File: src/rtl/uart_pkg.sv
// Shared definitions for the FIFO-buffered UART.
// Contents: register word addresses, STATUS bit positions, parity mode encodings,
// TX/RX FSM state types and small parity helpers.
package uart_pkg;

  // Register word addresses (adr_i)
  localparam logic [1:0] AdrData   = 2'd0;
  localparam logic [1:0] AdrStatus = 2'd1;
  localparam logic [1:0] AdrCtrl   = 2'd2;
  localparam logic [1:0] AdrIrqEn  = 2'd3;

  // STATUS bit positions
  localparam int unsigned StTxEmpty   = 0;
  localparam int unsigned StTxFull    = 1;
  localparam int unsigned StRxEmpty   = 2;
  localparam int unsigned StRxFull    = 3;
  localparam int unsigned StOverrun   = 4;
  localparam int unsigned StParityErr = 5;
  localparam int unsigned StFrameErr  = 6;
  localparam int unsigned StTxBusy    = 7;

  // CTRL[17:16] parity modes; 2'b11 behaves as none
  localparam logic [1:0] ParNone = 2'b00;
  localparam logic [1:0] ParEven = 2'b01;
  localparam logic [1:0] ParOdd  = 2'b10;

  typedef enum logic [2:0] {TxIdle, TxStart, TxData, TxParity, TxStop} tx_state_e;
  typedef enum logic [2:0] {RxIdle, RxStart, RxData, RxParity, RxStop} rx_state_e;

  function automatic logic parity_en(input logic [1:0] mode);
    return (mode == ParEven) || (mode == ParOdd);
  endfunction

  // Bit that makes the total count of ones even (ParEven) or odd (ParOdd)
  function automatic logic parity_bit(input logic [7:0] data, input logic [1:0] mode);
    return (^data) ^ (mode == ParOdd);
  endfunction

endpackage

File: src/rtl/uart_sync_fifo.sv
// Synchronous FIFO with combinational head read.
// Ports: clk/rst (sync, active-high), push/wdata, pop/rdata (head), count, full, empty.
// Push on full is dropped unless a pop happens the same cycle; pop on empty is ignored.
module uart_sync_fifo #(
  parameter int unsigned WIDTH = 8,
  parameter int unsigned DEPTH = 8
) (
  input  logic                     clk,
  input  logic                     rst,
  input  logic                     push,
  input  logic [WIDTH-1:0]         wdata,
  input  logic                     pop,
  output logic [WIDTH-1:0]         rdata,
  output logic [$clog2(DEPTH):0]   count,
  output logic                     full,
  output logic                     empty
);

  localparam int unsigned AW = $clog2(DEPTH);
  localparam logic [AW:0] CntFull = DEPTH[AW:0];

  logic [WIDTH-1:0] mem [DEPTH];
  logic [AW-1:0]    wr_ptr, rd_ptr;
  logic [AW:0]      cnt;
  logic             do_push, do_pop;

  assign empty   = (cnt == '0);
  assign full    = (cnt == CntFull);
  assign do_pop  = pop && !empty;
  // A pop frees the slot, so a push on full still lands when paired with a pop
  assign do_push = push && (!full || do_pop);
  assign rdata   = mem[rd_ptr];
  assign count   = cnt;

  always_ff @(posedge clk) begin
    if (do_push) mem[wr_ptr] <= wdata;
  end

  always_ff @(posedge clk) begin
    if (rst) begin
      wr_ptr <= '0;
      rd_ptr <= '0;
      cnt    <= '0;
    end else begin
      if (do_push) wr_ptr <= wr_ptr + 1'b1;
      if (do_pop)  rd_ptr <= rd_ptr + 1'b1;
      case ({do_push, do_pop})
        2'b10:   cnt <= cnt + 1'b1;
        2'b01:   cnt <= cnt - 1'b1;
        default: cnt <= cnt;
      endcase
    end
  end

endmodule

File: src/rtl/uart_fifo.sv
// Memory-mapped UART with TX/RX FIFOs, runtime baud divisor, optional parity,
// one or two stop bits, sticky error flags and a level interrupt.
// Ports: clk_i, rst_i (sync, active-high); bus slave adr_i/sel_i/stb_i/we_i/dat_i,
// dat_o/ack_o (registered, one-cycle ack); irq_o; serial uartTx_o (idles high), uartRx_i.
module uart_fifo #(
  parameter int unsigned FIFO_DEPTH = 8,
  parameter int unsigned DIV_WIDTH  = 16,
  parameter int unsigned DIV_RESET  = 868
) (
  input  logic        clk_i,
  input  logic        rst_i,
  input  logic [1:0]  adr_i,
  input  logic [3:0]  sel_i,
  input  logic        stb_i,
  input  logic        we_i,
  input  logic [31:0] dat_i,
  output logic [31:0] dat_o,
  output logic        ack_o,
  output logic        irq_o,
  output logic        uartTx_o,
  input  logic        uartRx_i
);
  import uart_pkg::*;

  localparam int unsigned AW = $clog2(FIFO_DEPTH);
  localparam logic [DIV_WIDTH-1:0] DivMin   = DIV_WIDTH'(2);
  localparam logic [DIV_WIDTH-1:0] DivReset = DIV_WIDTH'(DIV_RESET);

  // Bus and register state
  logic                 ack_q, rd_pop_q, irq_q, irq_d;
  logic [31:0]          dat_q, rd_data, status_word, ctrl_word, ctrl_wr;
  logic [DIV_WIDTH-1:0] div_q, div_d;
  logic [1:0]           par_q, par_d;
  logic                 stop2_q, stop2_d;
  logic [2:0]           ien_q, ien_d;
  logic                 ovr_q, ovr_d, perr_q, perr_d, ferr_q, ferr_d;
  logic                 req, wr_acc;
  logic                 unused_ctrl;

  // FIFO interfaces
  logic        tx_push, tx_pop, tx_full, tx_empty;
  logic        rx_push, rx_pop, rx_full, rx_empty, rx_drop;
  logic [7:0]  tx_rdata, rx_rdata;
  logic [AW:0] tx_count, rx_count;

  // TX FSM state
  tx_state_e            tx_state_q, tx_state_d;
  logic [DIV_WIDTH-1:0] tx_cnt_q, tx_cnt_d, tx_div_q, tx_div_d;
  logic [7:0]           tx_shift_q, tx_shift_d, tx_byte_q, tx_byte_d;
  logic [2:0]           tx_bit_q, tx_bit_d;
  logic [1:0]           tx_par_q, tx_par_d;
  logic                 tx_stop2_q, tx_stop2_d, tx_stopn_q, tx_stopn_d;
  logic                 tx_line_q, tx_line_d, tx_tick, tx_load;

  // RX FSM state
  rx_state_e            rx_state_q, rx_state_d;
  logic [DIV_WIDTH-1:0] rx_cnt_q, rx_cnt_d, rx_div_q, rx_div_d, rx_half;
  logic [7:0]           rx_shift_q, rx_shift_d;
  logic [2:0]           rx_bit_q, rx_bit_d;
  logic [1:0]           rx_par_q, rx_par_d;
  logic                 rx_pbad_q, rx_pbad_d, rx_tick;
  logic                 rx_meta, rx_sync, rx_prev, rx_fall;
  logic                 rx_set_perr, rx_set_ferr;

  assign dat_o    = dat_q;
  assign ack_o    = ack_q;
  assign irq_o    = irq_q;
  assign uartTx_o = tx_line_q;

  // ---------------------------------------------------------------------------
  // Bus handshake: a request is taken when stb is seen with ack low; all side
  // effects happen on the following (ack) cycle while the master still holds stb.
  assign req     = stb_i & ~ack_q;
  assign wr_acc  = ack_q & stb_i & we_i;
  assign tx_push = wr_acc && (adr_i == AdrData) && sel_i[0];
  // Pop only if the head was valid when read data was captured
  assign rx_pop  = ack_q & rd_pop_q;

  always_comb begin
    status_word                = '0;
    status_word[StTxEmpty]     = tx_empty;
    status_word[StTxFull]      = tx_full;
    status_word[StRxEmpty]     = rx_empty;
    status_word[StRxFull]      = rx_full;
    status_word[StOverrun]     = ovr_q;
    status_word[StParityErr]   = perr_q;
    status_word[StFrameErr]    = ferr_q;
    status_word[StTxBusy]      = (tx_state_q != TxIdle);
    status_word[8 +: AW+1]     = rx_count;
    status_word[23:16]         = 8'(tx_count);
    ctrl_word                  = '0;
    ctrl_word[DIV_WIDTH-1:0]   = div_q;
    ctrl_word[17:16]           = par_q;
    ctrl_word[18]              = stop2_q;
    case (adr_i)
      AdrData:   rd_data = rx_empty ? '0 : {24'b0, rx_rdata};
      AdrStatus: rd_data = status_word;
      AdrCtrl:   rd_data = ctrl_word;
      default:   rd_data = {29'b0, ien_q};
    endcase
  end

  always_comb begin
    ctrl_wr = ctrl_word;
    for (int b = 0; b < 4; b++) begin
      if (sel_i[b]) ctrl_wr[8*b +: 8] = dat_i[8*b +: 8];
    end
    div_d   = div_q;
    par_d   = par_q;
    stop2_d = stop2_q;
    ien_d   = ien_q;
    ovr_d   = ovr_q;
    perr_d  = perr_q;
    ferr_d  = ferr_q;
    if (wr_acc) begin
      case (adr_i)
        AdrStatus: if (sel_i[0]) begin
          if (dat_i[StOverrun])   ovr_d  = 1'b0;
          if (dat_i[StParityErr]) perr_d = 1'b0;
          if (dat_i[StFrameErr])  ferr_d = 1'b0;
        end
        AdrCtrl: begin
          div_d   = (ctrl_wr[DIV_WIDTH-1:0] < DivMin) ? DivMin : ctrl_wr[DIV_WIDTH-1:0];
          par_d   = ctrl_wr[17:16];
          stop2_d = ctrl_wr[18];
        end
        AdrIrqEn: if (sel_i[0]) ien_d = dat_i[2:0];
        default: ;
      endcase
    end
    // A new error in the same cycle as its clear wins
    if (rx_drop)     ovr_d  = 1'b1;
    if (rx_set_perr) perr_d = 1'b1;
    if (rx_set_ferr) ferr_d = 1'b1;
    irq_d = (ien_q[0] & ~rx_empty) | (ien_q[1] & tx_empty) |
            (ien_q[2] & (ovr_q | perr_q | ferr_q));
  end

  assign unused_ctrl = ^ctrl_wr[31:19];

  // ---------------------------------------------------------------------------
  // TX: settings are latched per frame so CTRL writes only affect the next one.
  assign tx_tick = (tx_cnt_q == tx_div_q - 1'b1);
  assign tx_pop  = tx_load;

  always_comb begin
    tx_state_d = tx_state_q;
    tx_cnt_d   = (tx_state_q == TxIdle || tx_tick) ? '0 : tx_cnt_q + 1'b1;
    tx_shift_d = tx_shift_q;
    tx_byte_d  = tx_byte_q;
    tx_bit_d   = tx_bit_q;
    tx_div_d   = tx_div_q;
    tx_par_d   = tx_par_q;
    tx_stop2_d = tx_stop2_q;
    tx_stopn_d = tx_stopn_q;
    tx_load    = 1'b0;
    unique case (tx_state_q)
      TxIdle:  tx_load = !tx_empty;
      TxStart: if (tx_tick) begin
        tx_state_d = TxData;
        tx_bit_d   = '0;
      end
      TxData: if (tx_tick) begin
        tx_shift_d = {1'b0, tx_shift_q[7:1]};
        if (tx_bit_q == 3'd7) begin
          tx_state_d = parity_en(tx_par_q) ? TxParity : TxStop;
          tx_stopn_d = 1'b0;
        end else begin
          tx_bit_d = tx_bit_q + 1'b1;
        end
      end
      TxParity: if (tx_tick) begin
        tx_state_d = TxStop;
        tx_stopn_d = 1'b0;
      end
      TxStop: if (tx_tick) begin
        if (tx_stop2_q && !tx_stopn_q) tx_stopn_d = 1'b1;
        else if (!tx_empty)            tx_load    = 1'b1;  // back-to-back, no idle gap
        else                           tx_state_d = TxIdle;
      end
      default: tx_state_d = TxIdle;
    endcase
    if (tx_load) begin
      tx_state_d = TxStart;
      tx_cnt_d   = '0;
      tx_shift_d = tx_rdata;
      tx_byte_d  = tx_rdata;
      tx_div_d   = div_q;
      tx_par_d   = par_q;
      tx_stop2_d = stop2_q;
    end
    // Line is registered from the next state so it changes exactly with the FSM
    case (tx_state_d)
      TxStart:  tx_line_d = 1'b0;
      TxData:   tx_line_d = tx_shift_d[0];
      TxParity: tx_line_d = parity_bit(tx_byte_d, tx_par_d);
      default:  tx_line_d = 1'b1;
    endcase
  end

  // ---------------------------------------------------------------------------
  // RX: two-flop synchroniser, falling-edge start detect, mid-bit sampling.
  assign rx_fall = rx_prev & ~rx_sync;
  assign rx_half = rx_div_q >> 1;
  assign rx_tick = (rx_cnt_q == rx_div_q - 1'b1);
  assign rx_drop = rx_push & rx_full & ~rx_pop;

  always_comb begin
    rx_state_d  = rx_state_q;
    rx_cnt_d    = rx_cnt_q + 1'b1;
    rx_shift_d  = rx_shift_q;
    rx_bit_d    = rx_bit_q;
    rx_div_d    = rx_div_q;
    rx_par_d    = rx_par_q;
    rx_pbad_d   = rx_pbad_q;
    rx_push     = 1'b0;
    rx_set_perr = 1'b0;
    rx_set_ferr = 1'b0;
    unique case (rx_state_q)
      RxIdle: begin
        rx_cnt_d = '0;
        if (rx_fall) begin
          rx_state_d = RxStart;
          rx_div_d   = div_q;
          rx_par_d   = par_q;
          rx_pbad_d  = 1'b0;
        end
      end
      RxStart: if (rx_cnt_q == rx_half - 1'b1) begin
        rx_cnt_d   = '0;
        rx_bit_d   = '0;
        rx_state_d = rx_sync ? RxIdle : RxData;  // high here is a glitch, not a start
      end
      RxData: if (rx_tick) begin
        rx_cnt_d   = '0;
        rx_shift_d = {rx_sync, rx_shift_q[7:1]};
        if (rx_bit_q == 3'd7) rx_state_d = parity_en(rx_par_q) ? RxParity : RxStop;
        else                  rx_bit_d   = rx_bit_q + 1'b1;
      end
      RxParity: if (rx_tick) begin
        rx_cnt_d   = '0;
        rx_pbad_d  = (rx_sync != parity_bit(rx_shift_q, rx_par_q));
        rx_state_d = RxStop;
      end
      RxStop: if (rx_tick) begin
        rx_cnt_d    = '0;
        rx_push     = 1'b1;
        rx_set_ferr = ~rx_sync;
        rx_set_perr = rx_pbad_q;
        rx_state_d  = RxIdle;
      end
      default: rx_state_d = RxIdle;
    endcase
  end

  // ---------------------------------------------------------------------------
  always_ff @(posedge clk_i) begin
    if (rst_i) begin
      ack_q      <= 1'b0;
      dat_q      <= '0;
      rd_pop_q   <= 1'b0;
      irq_q      <= 1'b0;
      div_q      <= DivReset;
      par_q      <= ParNone;
      stop2_q    <= 1'b0;
      ien_q      <= '0;
      ovr_q      <= 1'b0;
      perr_q     <= 1'b0;
      ferr_q     <= 1'b0;
      tx_state_q <= TxIdle;
      tx_cnt_q   <= '0;
      tx_shift_q <= '0;
      tx_byte_q  <= '0;
      tx_bit_q   <= '0;
      tx_div_q   <= DivReset;
      tx_par_q   <= ParNone;
      tx_stop2_q <= 1'b0;
      tx_stopn_q <= 1'b0;
      tx_line_q  <= 1'b1;
      rx_state_q <= RxIdle;
      rx_cnt_q   <= '0;
      rx_shift_q <= '0;
      rx_bit_q   <= '0;
      rx_div_q   <= DivReset;
      rx_par_q   <= ParNone;
      rx_pbad_q  <= 1'b0;
      rx_meta    <= 1'b1;
      rx_sync    <= 1'b1;
      rx_prev    <= 1'b1;
    end else begin
      ack_q      <= req;
      dat_q      <= (req && !we_i) ? rd_data : '0;
      rd_pop_q   <= req && !we_i && (adr_i == AdrData) && !rx_empty;
      irq_q      <= irq_d;
      div_q      <= div_d;
      par_q      <= par_d;
      stop2_q    <= stop2_d;
      ien_q      <= ien_d;
      ovr_q      <= ovr_d;
      perr_q     <= perr_d;
      ferr_q     <= ferr_d;
      tx_state_q <= tx_state_d;
      tx_cnt_q   <= tx_cnt_d;
      tx_shift_q <= tx_shift_d;
      tx_byte_q  <= tx_byte_d;
      tx_bit_q   <= tx_bit_d;
      tx_div_q   <= tx_div_d;
      tx_par_q   <= tx_par_d;
      tx_stop2_q <= tx_stop2_d;
      tx_stopn_q <= tx_stopn_d;
      tx_line_q  <= tx_line_d;
      rx_state_q <= rx_state_d;
      rx_cnt_q   <= rx_cnt_d;
      rx_shift_q <= rx_shift_d;
      rx_bit_q   <= rx_bit_d;
      rx_div_q   <= rx_div_d;
      rx_par_q   <= rx_par_d;
      rx_pbad_q  <= rx_pbad_d;
      rx_meta    <= uartRx_i;
      rx_sync    <= rx_meta;
      rx_prev    <= rx_sync;
    end
  end

  uart_sync_fifo #(
    .WIDTH (8),
    .DEPTH (FIFO_DEPTH)
  ) u_tx_fifo (
    .clk   (clk_i),
    .rst   (rst_i),
    .push  (tx_push),
    .wdata (dat_i[7:0]),
    .pop   (tx_pop),
    .rdata (tx_rdata),
    .count (tx_count),
    .full  (tx_full),
    .empty (tx_empty)
  );

  uart_sync_fifo #(
    .WIDTH (8),
    .DEPTH (FIFO_DEPTH)
  ) u_rx_fifo (
    .clk   (clk_i),
    .rst   (rst_i),
    .push  (rx_push),
    .wdata (rx_shift_q),
    .pop   (rx_pop),
    .rdata (rx_rdata),
    .count (rx_count),
    .full  (rx_full),
    .empty (rx_empty)
  );

endmodule

File: config.mk
export PLATFORM = sky130hd
export DESIGN_NAME = uart_fifo
export DESIGN_NICKNAME = d
export VERILOG_FILES = /design/src/rtl/uart_pkg.sv /design/src/rtl/uart_sync_fifo.sv /design/src/rtl/uart_fifo.sv
export SDC_FILE = /design/constraint.sdc
export NUM_CORES = 1
export LEC_CHECK = 0
export ABC_AREA = 1
export BUFFER_PORTS_ARGS = -buffer_cell sky130_fd_sc_hd__buf_2
export CAP_MARGIN = 10
export CORE_ASPECT_RATIO = 0.6
export CORE_MARGIN = 2
export CORE_UTILIZATION = 50
export DETAILED_ROUTE_END_ITERATION = 6
export GPL_TIMING_DRIVEN = 1
export PLACE_DENSITY = 0.8
export SYNTH_ARGS = -nofsm -noshare
export SYNTH_HDL_FRONTEND = slang
export SYNTH_HIERARCHICAL = 1
export SYNTH_SLANG_ARGS = --single-unit
File: constraint.sdc
create_clock -name clk_i -period 3.5 [get_ports clk_i]
set_input_delay 0.7 -clock clk_i [delete_from_list [all_inputs] [get_ports clk_i]]
set_output_delay 0.7 -clock clk_i [all_outputs]
set_load 0.005 [all_outputs]
==> results.sh <==
export IMPL_max_freq_mhz=310
export IMPL_clkTransAtPathRegs_ns=0.07
export IMPL_tritoncts="built"
export IMPL_power_mw=7.93
export IMPL_synth_most_common_cell="nand2_1"
export IMPL_portBuffers=51
export IMPL_clockBufferDepth=3
export IMPL_dp_hpwl_um=28500
export IMPL_row_count=49
export IMPL_path_cells="inv_1 -> ha_2 -> nand2_2 -> nor2_4 -> nand2_1 -> xor2_1 -> or2_4 -> o31ai_1 -> a211oi_1 -> nand4_1 -> nor4_2 -> buf_4 -> buf_4 -> nand2_2 -> inv_2 -> nand2_1 -> nor2_1 -> buf_4"
export IMPL_yosysTopAreaCell="edfxtp_1"
export IMPL_synth_cell_type_count=57
export IMPL_reg2reg_depth=18
export IMPL_status="completed"
export IMPL_gr_total_overflow=0
export IMPL_worstSetupStartpointType="register"
export IMPL_post_route_min_period_ns=3.22
export IMPL_critical_path_max_stage_delay_ns=0.35
export IMPL_die_w_um=230
export IMPL_p_switching_mw=2.02
export IMPL_max_vdd_ir_drop_mv=0.353
export IMPL_drc=0
export IMPL_dieArea_um2=32100
export IMPL_fillers=2647
export IMPL_vias_per_cell=5.50
export IMPL_cts_root_buf="clkbuf_16"
export IMPL_grt_first_pass_wirelength_um=61500
export IMPL_drt_pass1_iter_count=6
export IMPL_pin_count=78
export IMPL_totalWireLength_um=38700
export IMPL_drt_initial_drc_count=1518
export IMPL_final_nets=1938
export IMPL_dieHeight_um=140
export IMPL_netSwitchingFraction_pct=25.5
export IMPL_synth_avg_cell_area_um2=8.45
export IMPL_synth_ff_type="dfxtp_1"
export IMPL_yosys_area_top_type_share_pct=25.1
export IMPL_cts_sinks=313
export IMPL_numCtsBuffers=29
export IMPL_power_frac_comb_pct=9.9
export IMPL_cp_arrival_ns=3.49
export IMPL_start_util_pct=51.0
export IMPL_p_int_mw=5.90
export IMPL_num_antenna_cells=0
export IMPL_fin_tns_setup_ns=0
export IMPL_clkPwrFrac_pct=40.6
export IMPL_first_global_vias=11700
export IMPL_place_congestion=0.955
export IMPL_cp_slowest_cell="dfxtp_2"
export IMPL_ys_top_cells_by_area="edfxtp_1, dfxtp_1, nand2_1"
export IMPL_rsz0062_at_grt="yes"
export IMPL_critPathTopFamily="simple AND/OR/NAND/NOR gates"
export IMPL_cap_violations=0
export IMPL_drive_gt1_share_pct=12.3
export IMPL_num_vias=12700
export IMPL_period_share_pct=92.0
export IMPL_syn_cell_area_um2=15300
export IMPL_synthTopCellsByCount="nand2_1, nor2_1, inv_1, dfxtp_1, edfxtp_1"
export IMPL_wl_per_cell_um=16.8
export IMPL_power_density_nw_per_um2=464
export IMPL_netlist_instances=1812
export IMPL_clkLatencyLatePin_ns=0.57
export IMPL_tightestPinTransition_ns=0.953
export IMPL_fin_worst_skew_ns=0.0167
export IMPL_required_ns=3.77
export IMPL_slew_limit_headroom_pct=36.4
export IMPL_hp_class="primary input to register"
export IMPL_syn_to_final_growth_pct=11.5
export IMPL_ant_nets=0
export IMPL_ys_seq_area_share_pct=49.3
export IMPL_core_area_um2=30000
export IMPL_slew_viol_final=0
export IMPL_worstSetupPathType="register to register"
export IMPL_ys_warn_count=6
export IMPL_async_reset_ff_share_pct=0
export IMPL_synth_enable_flop_cells=128
export IMPL_worst_path_stages=18
export IMPL_grt_usage_pct=23.9
export IMPL_hold_viol=0
export IMPL_cp_common_cell="buf_4"
export IMPL_seqPwrFrac_pct=49.6
export IMPL_setup_viol_count_final=0
export IMPL_power_leakage_nw=6.65
export IMPL_synth_seq_cells=313
export IMPL_end_kind="register"
export IMPL_ctsHtreeMaxLevel=1
export IMPL_grt_max_degree=48
export IMPL_antenna_found_initial=0
export IMPL_path_buf_inv=5
export IMPL_hold_depth=2
export IMPL_crit_path_max_fanout=8
layout make-up:
type	count	area (µm²)	area share [%]
well taps	408	510	2.99
multi-input cells	1230	6680	39.1
clock inverters	14	87.6	0.513
inverters	208	788	4.62
flip-flops and latches	313	7550	44.2
clock buffers	40	891	5.22
repair buffers	92	571	3.34
cells in the final DEF, fill, tap and decap left out, types with 14 or more instances in the layout:
cell / instances
nand3_1: 68
o21ai_1: 26
xor2_1: 65
nand2_1: 349
o21ai_0: 102
ha_1: 16
nor2_1: 195
nor2_2: 15
buf_4: 39
inv_2: 14
xnor2_1: 33
o22ai_1: 35
nand4_1: 24
nor3_1: 39
dfxtp_1: 184
edfxtp_1: 128
mux2i_1: 33
o211ai_1: 14
a21oi_1: 90
clkbuf_16: 32
buf_2: 51
inv_1: 189
path summary, 6_finish.rpt:
kind / to / slack, ns / start
max: u_rx_fifo/mem[4][1] / 0.28 / rx_div_q[2]
min: rx_meta / 0.31 / uartRx_i
max reg2reg: u_rx_fifo/mem[4][1] / 0.28 / rx_div_q[2]
min reg2reg: rx_sync / 0.44 / rx_meta
routing by layer:
layer  vias to the layer above  GRT usage, %  wire length [µm]  part of all wire, %
li1                       6125             -                 -                    -
met1                      5897          36.6             17900                   46
met2                       593          35.2             16300                   42
met3                        63          4.49              3770                  9.7
met4                         0          5.13               762                  2.0
met5                         -             0                 0                    0
flip-flops by register name (all words and copies together), names as in the netlist, 4 cells and up, named ones only:
| name | cells |
|---|---|
| dat_o | 20 |
| tx_byte_q | 8 |
| div_q | 16 |
| rx_div_q | 16 |
| tx_shift_q | 8 |
| u_tx_fifo/count | 4 |
| rx_shift_q | 8 |
| tx_div_q | 16 |
| tx_cnt_q | 16 |
| rx_cnt_q | 16 |
| u_tx_fifo/mem | 64 |
| u_rx_fifo/mem | 64 |
| u_rx_fifo/count | 4 |
through the flow:
| step | cell area, µm² | cells | utilization, % | setup WS [ns] | hold slack [ns] |
|---|---|---|---|---|---|
| 3_5_place_dp | 16000 | 2248 | 53.3 | 0.132 | 0.398 |
| 3_3_place_gp | 16000 | 2248 | 53.3 | 0.198 | 0.402 |
| 4_1_cts | 17000 | 2302 | 56.6 | 0.0961 | 0.295 |
| 5_1_grt | 17100 | 2305 | 56.8 | -0.00671 | 0.313 |
| 6_report | 17100 | 2305 | 56.8 | 0.279 | 0.313 |
| 2_1_floorplan | 15400 | 1823 | - | 0.171 | 0.389 |
power groups by stage:
stage,Combinational (mW),Sequential [mW],Clock (mW)
6_report,0.782,3.93,3.21
5_1_grt,0.879,3.94,3.39
4_1_cts,0.760,3.93,3.25
3_5_place_dp,0.753,4.01,0
3_3_place_gp,0.721,4.00,0
2_1_floorplan,0.571,3.98,0
cell families after synthesis:
group	Yosys count	share of synthesized area, %
DFF	313	49.3
other	1	0.0245
muxes	33	2.16
and+or+nand+nor	758	22.1
xor gates and xnor gates	98	5.61
buffers and inverters	280	7.70
adders and majority gates	21	1.81
AOI/OAI and AO/OA	308	11.3
timing repair:
action / in CTS / in global routing
gates resized for setup: 0 / 17
buffers inserted: 0 / 3
setup endpoints to repair: 0 / 39
hold buffers: 0 / 0
Note: power is estimated with default switching activity, not from simulation.
